$ cat src/rtl/alu_pkg.sv
// rtl/alu_pkg.sv - shared ALU constants: operand width, shift op encoding, sequencer states
package alu_pkg;

  localparam int DATA_W = 8;

  // Step-unit op encoding, driven to the step unit as {s3,s2}
  localparam logic [1:0] OP_ROR = 2'b00;
  localparam logic [1:0] OP_SHR = 2'b01;
  localparam logic [1:0] OP_ROL = 2'b10;
  localparam logic [1:0] OP_SHL = 2'b11;

  typedef enum logic [1:0] {
    IDLE = 2'b00,
    STEP = 2'b01,
    DONE = 2'b10
  } state_t;

endpackage

$ cat src/rtl/shift_reg.sv
// rtl/shift_reg.sv - single-step combinational shift/rotate datapath
module shift_reg
  import alu_pkg::*;
(
  input  logic [DATA_W-1:0] i_d,
  input  logic [1:0]        i_op,
  output logic [DATA_W-1:0] o_q,
  output logic              o_out_bit
);

  // One position per evaluation; o_out_bit is the bit that leaves the word
  always_comb begin
    o_q       = i_d;
    o_out_bit = 1'b0;
    case (i_op)
      OP_ROR: begin
        o_q       = {i_d[0], i_d[DATA_W-1:1]};
        o_out_bit = i_d[0];
      end
      OP_SHR: begin
        o_q       = {1'b0, i_d[DATA_W-1:1]};
        o_out_bit = i_d[0];
      end
      OP_ROL: begin
        o_q       = {i_d[DATA_W-2:0], i_d[DATA_W-1]};
        o_out_bit = i_d[DATA_W-1];
      end
      default: begin
        o_q       = {i_d[DATA_W-2:0], 1'b0};
        o_out_bit = i_d[DATA_W-1];
      end
    endcase
  end

endmodule

$ cat src/rtl/shift_seq_ctrl.sv
// rtl/shift_seq_ctrl.sv - multi-cycle shift/rotate sequencer; optional carry output under SHIFT_SEQ_CARRY_EN
module shift_seq_ctrl
  import alu_pkg::*;
#(
  parameter int AMT_W = 3
) (
  input  logic              clk,
  input  logic              rst_n,
  input  logic              start,
  input  logic [DATA_W-1:0] a,
  input  logic [1:0]        op,
  input  logic [AMT_W-1:0]  amt,
  output logic              busy,
  output logic              done,
`ifdef SHIFT_SEQ_CARRY_EN
  output logic              carry,
`endif
  output logic [DATA_W-1:0] result
);

  state_t             r_state;
  state_t             w_next_state;
  logic [DATA_W-1:0]  r_acc;
  logic [AMT_W-1:0]   r_cnt;
  logic [1:0]         r_op;
  logic [DATA_W-1:0]  w_step;
`ifdef SHIFT_SEQ_CARRY_EN
  logic               r_carry;
  logic               w_out_bit;
`endif

  // The step unit always sees the accumulator and the captured op
  shift_reg u_shift_reg (
    .i_d       (r_acc),
    .i_op      (r_op),
    .o_q       (w_step),
`ifdef SHIFT_SEQ_CARRY_EN
    .o_out_bit (w_out_bit)
`else
    .o_out_bit ()
`endif
  );

  // State register
  always_ff @(posedge clk or negedge rst_n) begin
    if (!rst_n) begin
      r_state <= IDLE;
    end else begin
      r_state <= w_next_state;
    end
  end

  // Next-state: amt==0 goes straight to DONE; last step is the one seen with cnt==1
  always_comb begin
    w_next_state = r_state;
    case (r_state)
      IDLE: begin
        if (start) begin
          w_next_state = (amt != '0) ? STEP : DONE;
        end
      end
      STEP: begin
        if (r_cnt == AMT_W'(1)) begin
          w_next_state = DONE;
        end
      end
      DONE:    w_next_state = IDLE;
      default: w_next_state = IDLE;
    endcase
  end

  // Datapath: capture on accepted start, recirculate one step per STEP cycle
  always_ff @(posedge clk or negedge rst_n) begin
    if (!rst_n) begin
      r_acc   <= '0;
      r_cnt   <= '0;
      r_op    <= '0;
`ifdef SHIFT_SEQ_CARRY_EN
      r_carry <= 1'b0;
`endif
    end else begin
      case (r_state)
        IDLE: begin
          if (start) begin
            r_acc   <= a;
            r_cnt   <= amt;
            r_op    <= op;
`ifdef SHIFT_SEQ_CARRY_EN
            r_carry <= 1'b0;
`endif
          end
        end
        STEP: begin
          r_acc   <= w_step;
          r_cnt   <= r_cnt - AMT_W'(1);
`ifdef SHIFT_SEQ_CARRY_EN
          r_carry <= w_out_bit;
`endif
        end
        default: begin
        end
      endcase
    end
  end

  assign busy   = (r_state != IDLE);
  assign done   = (r_state == DONE);
  assign result = r_acc;
`ifdef SHIFT_SEQ_CARRY_EN
  assign carry  = r_carry;
`endif

endmodule

$ cat config.mk
export PLATFORM = sky130hd
export DESIGN_NAME = shift_seq_ctrl
export DESIGN_NICKNAME = d
export VERILOG_FILES = /design/src/rtl/alu_pkg.sv /design/src/rtl/shift_reg.sv /design/src/rtl/shift_seq_ctrl.sv
export SDC_FILE = /design/constraint.sdc
export NUM_CORES = 1
export LEC_CHECK = 0
export ABC_CLOCK_PERIOD_IN_PS = 2250
export CAP_MARGIN = 0
export CORE_UTILIZATION = 64
export CTS_CLUSTER_SIZE = 40
export DETAILED_ROUTE_END_ITERATION = 16
export DONT_BUFFER_PORTS = 1
export PLACE_DENSITY = 0.84
export SETUP_SLACK_MARGIN = 0.5
export SLEW_MARGIN = 10
export SYNTH_ARGS = -nofsm -noshare
export SYNTH_HDL_FRONTEND = slang
export SYNTH_SLANG_ARGS = --single-unit
$ cat constraint.sdc
create_clock -name clk -period 2.25 [get_ports clk]
set_input_delay 0.225 -clock clk [delete_from_list [all_inputs] [get_ports clk]]
set_output_delay 0.225 -clock clk [all_outputs]
set_load 0.01 [all_outputs]
Word-level counts from Yosys, hierarchy flattened. Index checks and enable logic that the tools add are counted.

Bits in registers: 15. Output and inout bits: 10. Logic and storage cells: 29.

Equality and inequality tests: 7. Add/sub/neg operators: 1. Reduce and logical (&&, ||, !) cells: 8. Muxes and demuxes: 9.

Operators with widths (count): case mux 8 bit (3 select lines) (1); case mux 8 bit (2 select lines) (1); 2-to-1 mux 8 bit (1); 2-to-1 mux 2 bit (3); case mux 3 bit (2 select lines) (1); AND reduction 2 bit (3); == test 2 x 1 -> 1 bit (second input constant) (2); == test 2 bit (second input constant) (2); logical NOT 2 bit (2); inequality test 2 bit (second input constant) (2); case mux 2 bit (2 select lines) (1); nonzero test 2 bit (2); == test 3 x 1 -> 1 bit (second input constant) (1); 2-to-1 mux 3 bit (1); nonzero test 3 bit (1); subtractor 3 x 1 -> 3 bit (second input constant) (1).

Longest topological paths before layout. Gate-level depths: netlist of the first run.

Word-level depth: 4. Depth in mapped cells: 5. Gate-level depth less buffers: 5.

Cells and area by module. A second synthesis of the first run with hierarchy kept.

Cells, all modules: 98. Area, all modules: 979.7 um^2.

By module, submodules not included: shift_seq_ctrl (sequential area each 375.4 um^2, area an instance 838.3 um^2, times used 1, cells an instance 85); shift_reg (sequential area each 0.0 um^2, area an instance 141.4 um^2, times used 1, cells an instance 13).

Least setup slack after synthesis of the first run. No wires, ideal clock.

Path type: reg2reg. Start: register r_state[1]. End: register r_op[0]. Setup time: 0.125 ns. Arrival: 0.966 ns. Stages on the path, launching flop included: 4. Required time: 2.125 ns. Clock period less this slack: 1.091 ns. Slack: 1.159 ns. Path through: dfrtp_1 nand2b_1 nor2_1 mux2_2.

Longest elaborated chain between the ends: 2.

RTL lines: start, declared (line shift_seq_ctrl.sv:21) `state_t r_state;`; start signal, assigned (line shift_seq_ctrl.sv:49) `r_state <= w_next_state;`; logical NOT 2 bit (line shift_seq_ctrl.sv:82) `case (r_state)`; AND reduction 2 bit (no source line); end signal, assigned (line shift_seq_ctrl.sv:87) `r_op <= op;`; end, declared (line shift_seq_ctrl.sv:25) `logic [1:0] r_op;`.

No other way between the ends. A chain may end at the register's enable or synchronous reset.

Worst setup path after layout of the first run.
Start: register r_state[1]. End: register r_op[1].

Same word-level chain as after synthesis.

==> metrics.yaml, run 1 <==
area_growth_pct: 0.838
busiest_layer: "met1"
grt_setup_unrepaired: "no"
tritoncts: "yes"
start_kind: "register"
port_buffers: 0
syn_inst: 90
synth_nets: 108
grt_use_met3: 0.0682
synth_area_per_cell_um2: 9.95
period_minus_slack_ps: 1640
setup_viol: 0
hold_path_depth: 1
worst_pin_slew_ps: 649
h-tree-depth: 1
cts-resized-gates: 0
clk_latency_ps: 280
worstPathRequired_ps: 2420
clockRootBuffer: "clkbuf_4"
drtAntennaViolNets: 0
synth_top_area_share: 0.419
synth_common_cells: "16 x o22ai_1, 15 x dfrtp_1, 10 x a21oi_1"
drtIter0Drc: 20
drc: 0
synthArstFlopShare: 1.00
grt_use_total: 0.268
yosysMostFrequentCell: "o22ai_1"
synth_cell_types: 24
avgRoutedWirePerCell_um: 17.2
grt_pass1_wl_mm: 2.72
cts_buffer_depth: 2
powerDensity_nw_per_um2: 1540
die_width_um: 39.4
cp_max_fo: 12
slew_viol_final: 0
synth.yosys.seq_area_share: 0.419
worstRegToRegCells: 3
rows: 13
placed_cell_area_um2: 867
grtUsageMet2: 0.373
gp_congestion: 0.794
grt_start_max_net_pins: 16
finalNonFillerCells: 104
cts_sinks: 15
cts_buffers: 3
design.die.area_um2: 1550
die_h_um: 39.4
leakagePower_uw: 0.000369
critPathKind: "register to register"
slew_headroom: 0.566
final_area_um2: 903
cp-end-kind: "register"
path_clk_slew_ps: 90
finalCritPeriodShare: 0.727
hpwlAfterDp_mm: 1.24
postCtsSetupBuffers: 0
grt_pass1_vias: 603
synth_edf_count: 0
totalWireLength_mm: 1.79
io_pins: 26
worstHoldPathType: "primary input to register"
start_util: 0.688
synth_flop_cell: "dfrtp_1"
synth_area_um2: 896
antenna_found_initial: 0
ys.warnings.count: 0
fmaxAchievable_mhz: 612
synth.area.top_cells: "dfrtp_1 42%, o22ai_1 11%, mux2_2 10%"
cts_hold_buf: 1
tns_ps: 0
use_met1: 0.378
final_nets: 108
drt-pass1-iter-count: 4
final_layout_size_suffix_gt1_frac: 0.157
drv_cap: 0
final_hold_viol_count: 0
fin_skew_ps: 3.83
holdWs_ps: 92.8
grt_overflow: 0
ir_drop_uv: 794
antenna_cells: 0
core_um2: 1300
critPathArrivalTime_ps: 1800
yosysTopAreaCell: "dfrtp_1"
dp.cells: 99
vias: 713
via_per_inst: 6.86
status: "finished clean"
ys_seq_elements: 15
stage by stage:
step	power [µW]	worst slack, ps	utilization
6_report	1390	615	0.694
2_1_floorplan	1170	1160	-
5_1_grt	1520	545	0.694
4_1_cts	1400	630	0.694
3_3_place_gp	1210	701	0.666
3_5_place_dp	1230	640	0.666
per-layer routing:
metal	wire length, µm	up-vias	part of all wire
li1	-	341	-
met1	864	346	0.48
met2	808	24	0.45
met3	99	2	0.055
met4	12	0	0.0067
met5	0	-	0
registers in the layout, summed over array words and instances (netlist names):
name / cells
result: 8
r_state: 2
r_cnt: 3
r_op: 2
worst max-delay path, stage by stage (launching register included):
cell and delay (ps):
dfrtp_1 520, nand2b_1 400, nor2_1 250, mux2_2 360
cell families after synthesis:
group,share of synthesized area
flip-flops,0.419
multiplexers,0.101
AND/OR/NAND/NOR,0.0922
adder cells (fa/ha/maj),0.0279
AO/OA/AOI/OAI,0.274
buffers and inverters,0.0866
area by class of cell:
type                            instances  area [µm²]
Sequential cell                        15         375
Clock buffer                            4        26.3
Inverter                                8        30.0
Fill cell                              95         398
Timing Repair Buffer                    1        10.0
Multi-Input combinational cell         61         443
Tap cell                               15        18.8
cells in the final DEF (no fill, tap or decap), drive strengths merged, types with 2 or more instances in the layout:
cell type and count:
mux2 8, ha 2, a21oi 10, dfrtp 15, nor2 5, clkbuf 4
nand2b 4, a2bb2oi 2, nor2b 2, o22ai 16, a221oi 3, inv 8
power breakdown:
part	total (µW)	leakage, µW	switching [µW]	internal [µW]
clock network	154	0.0000150	84.8	68.7
registers	631	0.000170	228	402
logic	609	0.000184	296	313
total	1390	0.000369	609	784
path summary, 6_finish.rpt:
| kind | from | endpoint | slack (ps) |
|---|---|---|---|
| hold / removal | op[0] | r_op[0] | 90 |
| min in group asynchronous | rst_n | result[0] | 400 |
| setup / recovery | r_state[1] | r_op[1] | 610 |
| setup reg to reg | r_state[1] | r_op[1] | 610 |
| hold reg to reg | r_cnt[1] | r_cnt[1] | 510 |
| max in group asynchronous | rst_n | result[6] | 1430 |
No activity file was read; power rests on OpenSTA's default activity.
==> inputs of run 2 (changes only) <==
--- a/config.mk
+++ b/config.mk
@@ -5,13 +5,13 @@
 export SDC_FILE = /design/constraint.sdc
 export NUM_CORES = 1
 export LEC_CHECK = 0
-export ABC_CLOCK_PERIOD_IN_PS = 2250
+export ABC_CLOCK_PERIOD_IN_PS = 1390
 export CAP_MARGIN = 0
-export CORE_UTILIZATION = 64
+export CORE_UTILIZATION = 54
 export CTS_CLUSTER_SIZE = 40
 export DETAILED_ROUTE_END_ITERATION = 16
 export DONT_BUFFER_PORTS = 1
-export PLACE_DENSITY = 0.84
+export PLACE_DENSITY = 0.76
 export SETUP_SLACK_MARGIN = 0.5
 export SLEW_MARGIN = 10
 export SYNTH_ARGS = -nofsm -noshare
==> constraint.sdc (replaced) <==
create_clock -name clk -period 1.39 [get_ports clk]
set_input_delay 0.139 -clock clk [delete_from_list [all_inputs] [get_ports clk]]
set_output_delay 0.139 -clock clk [all_outputs]
set_load 0.01 [all_outputs]
==> metrics.yaml, run 2 (synthesized netlist as in run 1, its figures left out) <==
clockRootBuffer: "clkbuf_4"  # unchanged
drtAntennaViolNets: 0  # unchanged
finalNonFillerCells: 129  # was 104
antenna_found_initial: 0  # unchanged
antenna_cells: 0  # unchanged
final_common_cell: "buf_4"  # was o22ai_1
cts_buffers: 3  # unchanged
core_um2: 1520  # was 1300 µm²
drv_cap: 0  # unchanged
path_clk_slew_ps: 90  # about the same
rows: 14  # was 13
grt_pass1_wl_mm: 3.54  # was 2.72 mm
fillers: 92  # was 95
multiInputGateArea_um2: 578  # was 443 µm²
busiest_layer: "met2"  # was met1
slew_headroom: 0.519  # was 0.566
vias: 828  # was 713
drtIter0Drc: 8  # was 20
final_nets: 132  # was 108
violations: "negative hold slack"
grt_overflow: 0  # unchanged
final_cell_mix: "15 x buf_4, 11 x o22ai_1, 10 x a21oi_1, 10 x dfrtp_2"  # was 16 x o22ai_1, 15 x dfrtp_1, 10 x a21oi_1, 8 x inv_1, 8 x mux2_2
use_met1: 0.326  # was 0.378
r2r_slack_ps: 180  # was 610 ps
port_buffers: 0  # unchanged
grt_pass1_vias: 766  # was 603
swShare: 0.418  # was 0.437
largest_reg_flops: 8  # unchanged
ir_drop_uv: 1530  # was 794 µV
clk_latency_ps: 280  # about the same
powerDensity_nw_per_um2: 2590  # was 1540 nW/µm²
setup_viol: 0  # unchanged
die_width_um: 42.7  # was 39.4 µm
slew_viol_final: 0  # unchanged
io_pins: 26  # unchanged
pwr-share-clk: 0.076  # was 0.110
slowest_delay_ps: 410  # was 520 ps
cp_max_fo: 4  # was 12
avgRoutedWirePerCell_um: 19.5  # was 17.2 µm
cts_sinks: 15  # unchanged
start_kind: "register"  # unchanged
period_minus_slack_ps: 1210  # was 1640 ps
grt_start_max_net_pins: 16  # unchanged
die_h_um: 42.7  # was 39.4 µm
hpwlAfterDp_mm: 1.36  # was 1.24 mm
holdWs_ps: -27.5  # was 92.8 ps
combPwrFrac: 0.617  # was 0.437
cp_cell_sequence: "buf_4, mux2_2, o22ai_1, a21oi_1"  # was nand2b_1, nor2_1, mux2_2
critPathKind: "register to register"  # unchanged
place_ws_ps: 147  # was 640 ps
grt_use_total: 0.259  # was 0.268
fmaxAchievable_mhz: 827  # was 612 MHz
final_hold_viol_count: 15  # was 0
tritoncts: "yes"  # unchanged
area_growth_pct: 43.4  # was 0.838%
intPower_uw: 1940  # was 784 µW
cts_buffer_depth: 2  # unchanged
power_frac_seq: 0.308  # was 0.452
fin_skew_ps: 0.714  # was 3.83 ps
cp-end-kind: "register"  # unchanged
totalWireLength_mm: 2.51  # was 1.79 mm
p_switching_uw: 1390  # was 609 µW
worstHoldPathType: "primary input to asynchronous set/reset pin"  # was primary input to register
tns_ps: 0  # unchanged
finalWorstSetupSlack_ps: 181  # was 615 ps
drc: 0  # unchanged
start_util: 0.588  # was 0.688
gp_congestion: 0.753  # was 0.794
grtUsageMet2: 0.464  # was 0.373
grt_setup_unrepaired: "yes"  # was no
finalCritPeriodShare: 0.869  # was 0.727
final_layout_size_suffix_gt1_frac: 0.584  # was 0.157
via_per_inst: 6.42  # was 6.86
grt_use_met3: 0.0298  # was 0.0682
status: "complete, but fails checks"  # was finished clean
critPathArrivalTime_ps: 1370  # was 1800 ps
crit_slowest_cell: "dfrtp_2"  # was dfrtp_1
leakagePower_uw: 0.000528  # was 0.000369 µW
worst_pin_slew_ps: 722  # was 649 ps
dp.cells: 104  # was 99
h-tree-depth: 1  # unchanged
seqCellArea_um2: 388  # was 375 µm²
drt-pass1-iter-count: 4  # unchanged
worstPathRequired_ps: 1550  # was 2420 ps
design.die.area_um2: 1830  # was 1550 µm²
-- run 2: cell types whose count changed in the layout (fill, tap and decap cells not counted), sizes merged --
cell,delta
buf,+22
dlymetal6s4s,+1
dlygate4sd3,+1
-- run 2: power groups by stage --
stage	Clock, µW	Sequential (µW)	Combinational, µW
2_1_floorplan	0	912	1040
3_3_place_gp	0	986	1100
3_5_place_dp	0	998	1140
4_1_cts	252	999	1590
5_1_grt	269	1050	2190
6_report	252	1030	2060
-- run 2: timing repair --
action                                  4_1_cts  5_1_grt
gates resized for setup                      25       19
setup buffers                                11        7
hold buffers                                  1        2
pin swaps                                     3        3
endpoints found under the setup margin       21       40
hold endpoints to repair                     15        2
-- run 2: critical path: cells and delay by family (launching register included) --
kind | cells | cell delay (ps)
buf+inv | 1 | 150
flops | 1 | 410
mux | 1 | 330
compound gates | 2 | 210
-- run 2: path summary, 6_finish.rpt --
kind                         endpoint    start  depth (start not counted)
max                         result[2]  r_op[1]                          4
min                        r_state[1]    rst_n                          1
max reg2reg                 result[2]  r_op[1]                          4
min reg2reg                   r_op[0]  r_op[0]                          1
max in group asynchronous   result[6]    rst_n                          1
min in group clk             r_cnt[1]   amt[1]                          2
-- run 2: layer usage --
layer / vias up / wire (µm)
li1: 386 / -
met1: 414 / 1080
met2: 22 / 1300
met3: 6 / 83
met4: 0 / 44
met5: - / 0
-- run 2: final cells by class --
cell class,instances,area share
repair buffers,25,0.181
flip-flops and latches,15,0.302
inverters,8,0.0312
clock buffers,4,0.0204
multi-input cells,61,0.450
well taps,16,0.0156
-- run 2: through the flow --
stage          power [µW]  instance area, µm²   util  hold WS, ps
2_1_floorplan        1950                 921      -         -157
5_1_grt              3500                1280  0.843         12.3
3_5_place_dp         2140                 920  0.603         -156
4_1_cts              2840                1130  0.741         2.37
6_report             3330                1280  0.843        -27.5
3_3_place_gp         2080                 920  0.603         -156
==> inputs of run 3 (changes only) <==
--- a/config.mk
+++ b/config.mk
@@ -5,12 +5,13 @@
 export SDC_FILE = /design/constraint.sdc
 export NUM_CORES = 1
 export LEC_CHECK = 0
-export ABC_CLOCK_PERIOD_IN_PS = 1390
+export ABC_CLOCK_PERIOD_IN_PS = 1000
 export CAP_MARGIN = 0
 export CORE_UTILIZATION = 54
 export CTS_CLUSTER_SIZE = 40
 export DETAILED_ROUTE_END_ITERATION = 16
 export DONT_BUFFER_PORTS = 1
+export GPL_TIMING_DRIVEN = 0
 export PLACE_DENSITY = 0.76
 export SETUP_SLACK_MARGIN = 0.5
 export SLEW_MARGIN = 10
==> constraint.sdc (replaced) <==
create_clock -name clk -period 1 [get_ports clk]
set_input_delay 0.1 -clock clk [delete_from_list [all_inputs] [get_ports clk]]
set_output_delay 0.1 -clock clk [all_outputs]
set_load 0.01 [all_outputs]
==> metrics.yaml, run 3 (synthesized netlist as in run 1, its figures left out) <==
finalNonFillerCells: 135  # was 129
cts_sinks: 15  # unchanged
grt_setup_unrepaired: "yes"  # unchanged
clk_latency_ps: 300  # was 280 ps
via_per_inst: 6.84  # was 6.42
antenna_cells: 0  # unchanged
die_h_um: 42.7  # unchanged
finalWorstSetupSlack_ps: -233  # was 181 ps
seqCellArea_um2: 380  # was 388 µm²
die_width_um: 42.7  # unchanged
critPathKind: "register to register"  # unchanged
avgRoutedWirePerCell_um: 23.7  # was 19.5 µm
tritoncts: "yes"  # unchanged
worstHoldPathType: "primary input to asynchronous set/reset pin"  # unchanged
holdWs_ps: -173  # was -27.5 ps
final_util: 0.938  # was 0.843
start_util: 0.588  # unchanged
dp.cells: 106  # was 104
grt_start_max_net_pins: 16  # unchanged
slew_viol_final: 0  # unchanged
totalWireLength_mm: 3.20  # was 2.51 mm
final_hold_viol_count: 18  # was 15
ir_drop_uv: 2810  # was 1530 µV
worst_pin_slew_ps: 732  # was 722 ps
final_nets: 138  # was 132
gp_congestion: 0.737  # was 0.753
port_buffers: 0  # unchanged
start_kind: "register"  # unchanged
cp-end-kind: "register"  # unchanged
fillers: 37  # was 92
slowest_delay_ps: 440  # was 410 ps
h-tree-depth: 1  # unchanged
drtAntennaViolNets: 0  # unchanged
final_layout_size_suffix_gt1_frac: 0.639  # was 0.584
period_minus_slack_ps: 1230  # was 1210 ps
drv_cap: 0  # unchanged
io_pins: 26  # unchanged
setup_viol: 17  # was 0
placed_cell_area_um2: 951  # was 920 µm²
cp_max_fo: 5  # was 4
cp_cell_sequence: "buf_6, mux2_2, o22ai_2, a21oi_1"  # was buf_4, mux2_2, o22ai_1, a21oi_1
fin_skew_ps: 6.68  # was 0.714 ps
drc: 0  # unchanged
crit_slowest_cell: "dfrtp_1"  # was dfrtp_2
status: "complete, but fails checks"  # unchanged
worstPathRequired_ps: 1190  # was 1550 ps
multiInputGateArea_um2: 638  # was 578 µm²
leakagePower_uw: 0.000612  # was 0.000528 µW
rows: 14  # unchanged
antenna_found_initial: 0  # unchanged
finalCritPeriodShare: 1.23  # was 0.869
clockRootBuffer: "clkbuf_4"  # unchanged
design.die.area_um2: 1830  # unchanged
final_common_cell: "buf_4"  # unchanged
p_total_uw: 5520  # was 3330 µW
grt_use_total: 0.296  # was 0.259
grt_pass1_wl_mm: 4.00  # was 3.54 mm
path_clk_slew_ps: 100  # was 90 ps
fmaxAchievable_mhz: 811  # was 827 MHz
critPathTopFamily: "flip-flops"  # unchanged
slew_headroom: 0.511  # was 0.519
drt-pass1-iter-count: 4  # unchanged
violations: "negative hold slack, negative setup slack"  # was negative hold slack
critPathArrivalTime_ps: 1430  # was 1370 ps
cts_buffers: 3  # unchanged
vias: 924  # was 828
drtIter0Drc: 24  # was 8
final_cell_mix: "15 x buf_4, 11 x dfrtp_1, 9 x buf_6, 8 x o22ai_1"  # was 15 x buf_4, 11 x o22ai_1, 10 x a21oi_1, 10 x dfrtp_2
cts_buffer_depth: 2  # unchanged
final_area_um2: 1430  # was 1280 µm²
largest_reg_flops: 8  # unchanged
core_um2: 1520  # unchanged
grt_pass1_vias: 830  # was 766
cts_hold_buf: 1  # unchanged
grt_overflow: 0  # unchanged
powerDensity_nw_per_um2: 3860  # was 2590 nW/µm²
hpwlAfterDp_mm: 1.37  # was 1.36 mm
area_growth_pct: 59.5  # was 43.4%
crit_buf_inv: 1  # unchanged
==> run 3: cell types whose count changed in the layout (fill, tap and decap cells not counted), moves of 3 or more <==
cell,previous run,this run
dfrtp_1,5,11
dfrtp_2,10,4
a21oi_1,10,7
buf_6,6,9
buf_8,0,3
o22ai_1,11,8
o22ai_2,4,7
==> run 3: layout make-up <==
cell class / instances / share of cell area
multi-input combinational: 61 / 0.447
sequential: 15 / 0.266
timing repair buffer: 25 / 0.178
buffer: 6 / 0.0508
inverter: 8 / 0.0263
clock buffer: 4 / 0.0184
tap: 16 / 0.0140
==> run 3: path summary, 6_finish.rpt <==
path / from / endpoint / slack, ps / cells after the start
hold reg to reg: r_op[0] / r_op[0] / 580 / 1
setup reg to reg: r_op[1] / result[3] / -230 / 4
setup / recovery: r_op[1] / result[3] / -230 / 4
hold / removal: rst_n / result[2] / -170 / 1
max in group asynchronous: rst_n / result[1] / 660 / 1
min in group clk: op[1] / r_op[1] / -60 / 1
==> run 3: what timing repair did <==
item | in CTS | in global routing
buffers inserted | 11 | 10
gates resized for setup | 25 | 27
gates cloned | 1 | 2
endpoints found under the hold margin | 18 | 18
pin swaps | 4 | 10
setup endpoints to repair | 25 | 40
==> run 3: layer usage <==
metal	up-vias	wire (µm)	global-route usage
met2	50	1630	0.476
met1	459	1270	0.378
met5	-	0	0
li1	402	-	-
met3	13	188	0.0596
met4	0	108	0.144
==> run 3: power breakdown <==
| part | switching, µW | internal [µW] | leakage, µW | total, µW |
|---|---|---|---|---|
| registers | 564 | 921 | 0.000166 | 1490 |
| clock network | 228 | 156 | 0.0000150 | 384 |
| logic | 1560 | 2090 | 0.000431 | 3650 |
| total | 2350 | 3170 | 0.000612 | 5520 |
==> run 3: stage by stage <==
stage          TNS [ps]  setup slack, ps
5_1_grt           -3190             -239
3_5_place_dp      -1370             -141
6_report          -2750             -233
2_1_floorplan      -515            -56.0
3_3_place_gp      -1130             -130
4_1_cts           -1690             -141
